[config.mk]
export PLATFORM = sky130hd
export DESIGN_NAME = uart_rx_capture_flat
export DESIGN_NICKNAME = d
export VERILOG_FILES = /design/src/rtl/uart_rx_capture_if.sv /design/src/rtl/uart_rx_capture.sv /design/src/flat_wrapper.sv
export SDC_FILE = /design/constraint.sdc
export NUM_CORES = 1
export LEC_CHECK = 0
export CORE_ASPECT_RATIO = 0.75
export CORE_MARGIN = 4
export CORE_UTILIZATION = 57
export DETAILED_ROUTE_END_ITERATION = 16
export PLACE_DENSITY = 0.78
export SLEW_MARGIN = 15
export SYNTH_ARGS = -nofsm -noshare
export SYNTH_HDL_FRONTEND = slang
export SYNTH_SLANG_ARGS = --single-unit
export TNS_END_PERCENT = 1
[constraint.sdc]
create_clock -name clk -period 8.38 [get_ports clk]
set_clock_uncertainty 0.1 [all_clocks]
set_input_delay 1.676 -clock clk [delete_from_list [all_inputs] [get_ports clk]]
set_output_delay 1.676 -clock clk [all_outputs]
set_load 0.02 [all_outputs]
[src/rtl/uart_rx_capture_if.sv]
// Byte stream leaving the UART receiver FIFO: head byte, valid, and consumer ready.
interface uart_rx_capture_if;
  logic [7:0] data_o;
  logic       valid_o;
  logic       ready_i;

  modport master (output data_o, output valid_o, input ready_i);
  modport slave  (input data_o, input valid_o, output ready_i);
endinterface

[src/rtl/uart_rx_capture.sv]
// 8N1 UART receiver: 2-flop synchronizer, mid-bit sampling FSM, and a byte FIFO
// drained through a valid/ready stream.
module uart_rx_capture #(
  parameter int DIV_WIDTH  = 16,
  parameter int FIFO_DEPTH = 8
) (
  input  logic                          clk,
  input  logic                          rst_n,
  input  logic                          rx_en_i,
  input  logic [DIV_WIDTH-1:0]          baud_div_i,
  input  logic                          rx_i,
  uart_rx_capture_if.master             bus,
  output logic [$clog2(FIFO_DEPTH):0]   fill_o,
  output logic                          busy_o,
  output logic                          frame_err_o,
  output logic                          overrun_o
);

  localparam int AW = $clog2(FIFO_DEPTH);

  typedef enum logic [2:0] {S_IDLE, S_START, S_DATA, S_STOP, S_BREAK} state_t;
  typedef logic [AW:0] ptr_t;

  logic                 r_rx_meta, r_rx_s;
  state_t               r_state;
  logic [DIV_WIDTH-1:0] r_cnt, r_div;
  logic [2:0]           r_bitidx;
  logic [7:0]           r_shift;
  logic                 r_busy, r_frame_err, r_overrun;
  logic [7:0]           r_mem [FIFO_DEPTH];
  ptr_t                 r_wr_ptr, r_rd_ptr;

  logic [DIV_WIDTH-1:0] w_half, w_last;
  logic                 w_empty, w_full, w_push, w_pop, w_accept;

  assign w_half = r_div >> 1;
  assign w_last = r_div - DIV_WIDTH'(1);

  always_ff @(posedge clk or negedge rst_n) begin
    if (!rst_n) begin
      r_rx_meta <= 1'b1;
      r_rx_s    <= 1'b1;
    end else begin
      r_rx_meta <= rx_i;
      r_rx_s    <= r_rx_meta;
    end
  end

  // Half-period START phase puts every following cnt==div-1 sample at mid-bit.
  always_ff @(posedge clk or negedge rst_n) begin
    if (!rst_n) begin
      r_state     <= S_IDLE;
      r_cnt       <= '0;
      r_div       <= '0;
      r_bitidx    <= '0;
      r_shift     <= '0;
      r_busy      <= 1'b0;
      r_frame_err <= 1'b0;
    end else begin
      r_frame_err <= 1'b0;
      if (!rx_en_i) begin
        r_state <= S_IDLE;
        r_cnt   <= '0;
        r_busy  <= 1'b0;
      end else begin
        case (r_state)
          S_IDLE: begin
            r_cnt <= '0;
            if (!r_rx_s) begin
              r_state <= S_START;
              r_div   <= baud_div_i;
              r_busy  <= 1'b1;
            end
          end
          S_START: begin
            if (r_cnt == w_half) begin
              r_cnt <= '0;
              if (r_rx_s) begin
                r_state <= S_IDLE;
                r_busy  <= 1'b0;
              end else begin
                r_state  <= S_DATA;
                r_bitidx <= '0;
              end
            end else begin
              r_cnt <= r_cnt + DIV_WIDTH'(1);
            end
          end
          S_DATA: begin
            if (r_cnt == w_last) begin
              r_cnt    <= '0;
              r_shift  <= {r_rx_s, r_shift[7:1]};
              r_bitidx <= r_bitidx + 3'd1;
              if (r_bitidx == 3'd7) r_state <= S_STOP;
            end else begin
              r_cnt <= r_cnt + DIV_WIDTH'(1);
            end
          end
          S_STOP: begin
            if (r_cnt == w_last) begin
              r_cnt <= '0;
              if (r_rx_s) begin
                r_state <= S_IDLE;
                r_busy  <= 1'b0;
              end else begin
                r_state     <= S_BREAK;
                r_frame_err <= 1'b1;
              end
            end else begin
              r_cnt <= r_cnt + DIV_WIDTH'(1);
            end
          end
          S_BREAK: begin
            r_cnt <= '0;
            if (r_rx_s) begin
              r_state <= S_IDLE;
              r_busy  <= 1'b0;
            end
          end
          default: begin
            r_state <= S_IDLE;
            r_cnt   <= '0;
            r_busy  <= 1'b0;
          end
        endcase
      end
    end
  end

  assign w_push   = rx_en_i && (r_state == S_STOP) && (r_cnt == w_last) && r_rx_s;
  assign w_empty  = (r_wr_ptr == r_rd_ptr);
  assign w_full   = (r_wr_ptr[AW] != r_rd_ptr[AW]) && (r_wr_ptr[AW-1:0] == r_rd_ptr[AW-1:0]);
  assign w_pop    = !w_empty && bus.ready_i;
  // When full, the write slot is the head being popped this cycle, so both can proceed.
  assign w_accept = w_push && (!w_full || w_pop);

  always_ff @(posedge clk or negedge rst_n) begin
    if (!rst_n) begin
      r_wr_ptr  <= '0;
      r_rd_ptr  <= '0;
      r_overrun <= 1'b0;
      for (int i = 0; i < FIFO_DEPTH; i++) r_mem[i] <= '0;
    end else begin
      r_overrun <= w_push && w_full && !w_pop;
      if (w_accept) begin
        r_mem[r_wr_ptr[AW-1:0]] <= r_shift;
        r_wr_ptr                <= r_wr_ptr + ptr_t'(1);
      end
      if (w_pop) r_rd_ptr <= r_rd_ptr + ptr_t'(1);
    end
  end

  assign bus.data_o  = r_mem[r_rd_ptr[AW-1:0]];
  assign bus.valid_o = !w_empty;
  assign fill_o      = r_wr_ptr - r_rd_ptr;
  assign busy_o      = r_busy;
  assign frame_err_o = r_frame_err;
  assign overrun_o   = r_overrun;

endmodule
[src/flat_wrapper.sv]
// flat-port wrapper written by rule: the top's interface ports become plain ports
module uart_rx_capture_flat 
#(
  parameter int DIV_WIDTH  = 16,
  parameter int FIFO_DEPTH = 8
)
  (clk, rst_n, rx_en_i, baud_div_i, rx_i, fill_o, busy_o, frame_err_o, overrun_o, bus_data_o, bus_valid_o, bus_ready_i);
  uart_rx_capture_if bus_i ();
  input  logic clk;
  input  logic rst_n;
  input  logic rx_en_i;
  input  logic [DIV_WIDTH-1:0] baud_div_i;
  input  logic rx_i;
  output logic [$clog2(FIFO_DEPTH):0] fill_o;
  output logic busy_o;
  output logic frame_err_o;
  output logic overrun_o;
  output wire logic [$bits(bus_i.data_o)-1:0] bus_data_o;
  output wire logic [$bits(bus_i.valid_o)-1:0] bus_valid_o;
  input wire logic [$bits(bus_i.ready_i)-1:0] bus_ready_i;
  assign bus_data_o = bus_i.data_o;
  assign bus_valid_o = bus_i.valid_o;
  assign bus_i.ready_i = bus_ready_i;
  uart_rx_capture #(.DIV_WIDTH(DIV_WIDTH), .FIFO_DEPTH(FIFO_DEPTH)) u_core (.clk(clk), .rst_n(rst_n), .rx_en_i(rx_en_i), .baud_div_i(baud_div_i), .rx_i(rx_i), .bus(bus_i), .fill_o(fill_o), .busy_o(busy_o), .frame_err_o(frame_err_o), .overrun_o(overrun_o));
endmodule
### Word level (Yosys, flattened, before mapping)

Index checks and enable logic that the tools add are counted.

* bits of input ports: 21
* register bits: 123
* output and inout bits: 16
* word-level logic and storage cells: 107

* magnitude comparators: 3
* reductions and logical operators: 21
* muxes and demuxes: 34
* eq/ne operators: 20
* bitwise gates (word level): 3
* add/sub/neg operators: 6

Operator list (number)
* $bwmux 64: 1
* $mux 16: 3
* $mux 3: 11
* $pmux 16 s2: 1
* $bmux 8 s3: 1
* $demux 8 s3: 1
* $mux 8: 3
* $add 16x1->16 const B: 1
* $eq 16x15->1: 1
* $eq 16x16->1: 1
* $sub 16x1->16 const B: 1
* $ne 3x2->1 const B: 5
* $pmux 3 s5: 1
* $logic_and 1x1->1: 9
* $mux 1: 9
* $add 4x1->4 const B: 2
* $ge 4x4->1 const B: 2
* $not 3->4: 2
* $eq 3x2->1 const B: 2
* $eq 3x3->1 const B: 2
* $pmux 3 s2: 1
* $reduce_and 3->1: 2
* $reduce_and 6->1: 1
* $pmux 1 s5: 1
* other kinds (19): 23

### Longest topological paths before layout

* depth after elaboration: 6
* mapped depth: 11
* gate-level depth less buffers: 9

### Worst setup path before layout

No wires, ideal clock.

* path type: reg-to-output
* start point: reg u_core.r_rd_ptr[0]
* end point: out bus_data_o[0]
* data required time: 6.604 ns
* arrival time: 2.112 ns
* path buffers: 2
* cell stages (with the launch flop): 6
* path slack: 4.492 ns
* cell sequence: dfrtp_1 clkbuf_1 clkbuf_1 mux4_2 nand2_1 nand2_1

* longest elaborated chain between the ends: 4

Ends and longest elaborated chain
* start, declared: line uart_rx_capture.sv:31 `ptr_t r_wr_ptr, r_rd_ptr;`
* start signal, assigned: line uart_rx_capture.sv:149 `if (w_pop) r_rd_ptr <= r_rd_ptr + ptr_t'(1);`
* $not 3->4 (implied by the code): line uart_rx_capture.sv:153 `assign bus.data_o = r_mem[r_rd_ptr[AW-1:0]];`
* $bmux 8 s3: line uart_rx_capture.sv:153
* $mux 8 (implied by the code) (2 in series): line uart_rx_capture.sv:153
* end, declared: line flat_wrapper.sv:18 `output wire logic [$bits(bus_i.data_o)-1:0] bus_data_o;`

No other way between the ends. The select of a mux whose other input is x is not followed.

### Final worst setup path

* start point: in rx_en_i
* end point: reg u_core.r_mem[42] (netlist bit)

* longest elaborated chain between the ends: 4

Ends and longest elaborated chain
* start, declared: line flat_wrapper.sv:11 `input logic rx_en_i;`
* $logic_and 1x1->1 (3 in series): line uart_rx_capture.sv:130 `assign w_push = rx_en_i && (r_state == S_STOP) && (r_cnt == w_last) && r_rx_s;`
* $logic_and 1x1->1: line uart_rx_capture.sv:135 `assign w_accept = w_push && (!w_full || w_pop);`
* end signal, assigned by index: line uart_rx_capture.sv:146 `r_mem[r_wr_ptr[AW-1:0]] <= r_shift;`
* end, declared: line uart_rx_capture.sv:30 `logic [7:0] r_mem [FIFO_DEPTH];`

No other way between the ends.
A chain may end at the register's enable or synchronous reset.

==> impl_metrics.py <==
metrics = {
    "hold_path": {
        "hp-class": "flop to flop",
    },
    "grt": {
        "grt_use_total_pct": 23.3,
        "use_met2_pct": 34.6,
        "grt_pass1_wl_mm": 24.0,
        "busiest_layer": "met1",
        "antenna_found_initial": 0,
        "gr-usage-met1_pct": 34.9,
        "grt_max_degree": 84,
        "grt_util_met3_pct": 5.19,
        "grt-ovfl-total": 0,
        "grt_pass1_vias": 4422,
    },
    "timing": {
        "fin_ws_ps": 3330,
        "setup_tns_ps": 0,
        "finalHoldViolations": 0,
        "drv_slew": 0,
        "setup_viol": 0,
        "rsz0062_at_grt": "false",
        "tightest_slew_ps": 1020,
        "fmaxAchievable_ghz": 0.198,
        "period_needed_ps": 5050,
        "relSlewSlack_pct": 31.7,
        "fin_crit_sh_pct": 60.3,
    },
    "route": {
        "drt-total-wl_mm": 14.4,
        "final_antenna_net_count": 0,
        "wire_per_inst_um": 20.1,
        "first_pass_iters": 6,
        "detailroute.via_count": 4430,
        "drc": 0,
        "vias_per_cell": 6.18,
        "drtIter0Drc": 482,
    },
    "floorplan": {
        "placementRows": 33,
        "die_x_um": 131,
        "die_area_um2": 13200,
        "core_um2": 11000,
        "start_util_pct": 58.9,
        "pin_count": 37,
        "die_h_um": 100,
    },
    "yosys": {
        "ys_seq_elements": 123,
        "async_reset_ff_share_pct": 100,
        "synthCells": 539,
        "ys_warn_count": 0,
        "syn_nets": 570,
        "avgSynthCellArea_um2": 12.1,
        "seq_area_frac_synth_pct": 47.4,
        "synth.distinct_cells": 63,
        "yosys_most_used_dff": "dfrtp_1",
        "synth_edf_count": 0,
        "synthesis.area_um2": 6500,
    },
    "power_and_ir_drop": {
        "internal_power_mw": 1.27,
        "clock_power_share_pct": 42.2,
        "p_leak_nw": 3.36,
        "p_sw_share_pct": 28.9,
        "p_seq_share_pct": 39.0,
        "cellPowerDensity_nw_per_um2": 237,
        "power_frac_comb_pct": 18.8,
        "switching_power_uw": 516,
        "vdd_ir_drop_max_mv": 0.162,
        "total_power_mw": 1.78,
    },
    "cts": {
        "clock_path_buffers": 2,
        "cts.repair.resized": 0,
        "clock-root-buffer": "clkbuf_16",
        "insertion_delay_ps": 410,
        "path_clk_slew_ps": 60,
        "htree_levels": 4,
        "hold_buffers": 0,
        "cts_tree": "yes",
        "clkSinkCount": 123,
        "cts_inserted_buffers": 17,
        "post_cts_buffers": 0,
    },
    "placed_design": {
        "place_ws_ps": 3020,
        "place_area_um2": 6910,
        "portBuffers": 36,
        "dp_hpwl_mm": 9.80,
        "place.gp.congestion": 0.879,
    },
    "cells_and_area": {
        "antennaDiodeCount": 0,
        "final_area_um2": 7540,
        "layout.nets": 595,
        "area_growth_pct": 16.0,
        "drive_above_1_share_pct": 27.7,
    },
    "flow_run": {
        "cap_violations": 0,
    },
    "critical_path": {
        "path_max_fanout": 10,
        "startpoint_type": "input pin",
        "arrival_ps": 5240,
        "crit_type": "input pin to flop",
        "worstSetupEndpointType": "flop",
        "required_ps": 8570,
    },
    "run_status": {
        "status": "completed",
    },
}
## state kept, by name (all words and copies together) (netlist names), 3 cells and up
signal and cells:
u_core.r_mem 64, u_core.r_cnt 16, u_core.r_div 16, u_core.r_shift 8
u_core.r_rd_ptr 4, u_core.r_wr_ptr 4, u_core.r_bitidx 3, u_core.r_state 3
## Yosys cell counts, types with 6 or more instances
master      n  area [um^2]
nand4_1    13         81.3
nor4_1      6         37.5
mux4_2     16          360
inv_1      10         37.5
nor2_1     30          113
nor3_1     10         50.1
ha_1        9          113
clkbuf_1   25         93.8
mux2_2     90         1010
xnor2_1    34          298
nand3_1    16         80.1
dfrtp_1   121         3030
and3_1      8         50.1
xor2_1     23          201
nand2_1    47          176
a31oi_1     6         37.5
## final cells by class
class	instances	area (um^2)
well taps	140	175
inverters	13	48.8
clock buffers	19	453
flip-flops and latches	123	3080
multi-input cells	370	3230
repair buffers	39	380
fillers	754	3490
clock inverters	13	166
## path summary, 6_finish.rpt
check	slack, ps	end	cells past startpoint	startpoint
hold reg to reg	260	u_core.r_rx_s	0	u_core.r_rx_meta
max in group asynchronous	5610	u_core.r_mem[57]	2	rst_n
setup / recovery	3330	u_core.r_mem[42]	7	rx_en_i
min in group asynchronous	1140	u_core.r_div[7]	1	rst_n
hold / removal	260	u_core.r_rx_s	0	u_core.r_rx_meta
setup reg to reg	3910	u_core.r_mem[42]	8	u_core.r_rd_ptr[2]
## power groups by stage
stage               registers, mW  clock network [mW]  logic (mW)
floorplan                   0.652                   0       0.267
global placement            0.702                   0       0.326
detailed placement          0.706                   0       0.336
CTS                         0.696               0.762       0.339
global route                0.703               0.795       0.368
finish                      0.697               0.752       0.336
## per-layer routing
layer	share of wire [%]	vias to the layer above
met1	48	2264
met4	1.6	0
met5	0	-
met3	5.7	30
met2	45	150
li1	-	1986
## layout by cell type, fill, tap and decap left out, types with 4 or more instances in the layout
master / n
nand4_1: 13
mux2i_1: 4
nor3_1: 10
nand2_1: 47
clkbuf_16: 17
mux4_2: 16
mux2_2: 90
and3_1: 8
dfrtp_1: 121
nor4_4: 4
nor4_1: 6
xor2_1: 23
nand2b_1: 4
a31oi_1: 6
buf_4: 4
a21oi_1: 5
inv_1: 10
clkdlybuf4s50_1: 35
nor2_1: 30
xnor2_1: 34
ha_1: 9
nand3_1: 16
## stage by stage
step	util [%]	instances	hold WS, ps
5_1_grt	68.4	717	263
3_3_place_gp	62.7	685	246
6_report	68.4	717	255
3_5_place_dp	62.7	685	247
4_1_cts	68.3	717	255
2_1_floorplan	-	539	245
## logic make-up (layout without fill, tap and decap cells)
group	after synthesis	count (layout)	share of synthesized area, %
mux	110	110	21.8
flops	123	123	47.4
buf+inv	46	84	2.93
xor+xnor	58	58	8.03
simple gates	156	156	13.8
compound gates	36	36	4.06
fa+ha+maj	10	10	2.04
## worst max-delay path: stages
cell and delay, ps:
clkdlybuf4s50_1 530, nor2b_1 470, nand2_1 150, nor4_1 270, nand4_1 820, nor4_4 900, mux2_2 420
Note: power is estimated with default switching activity, not from simulation.
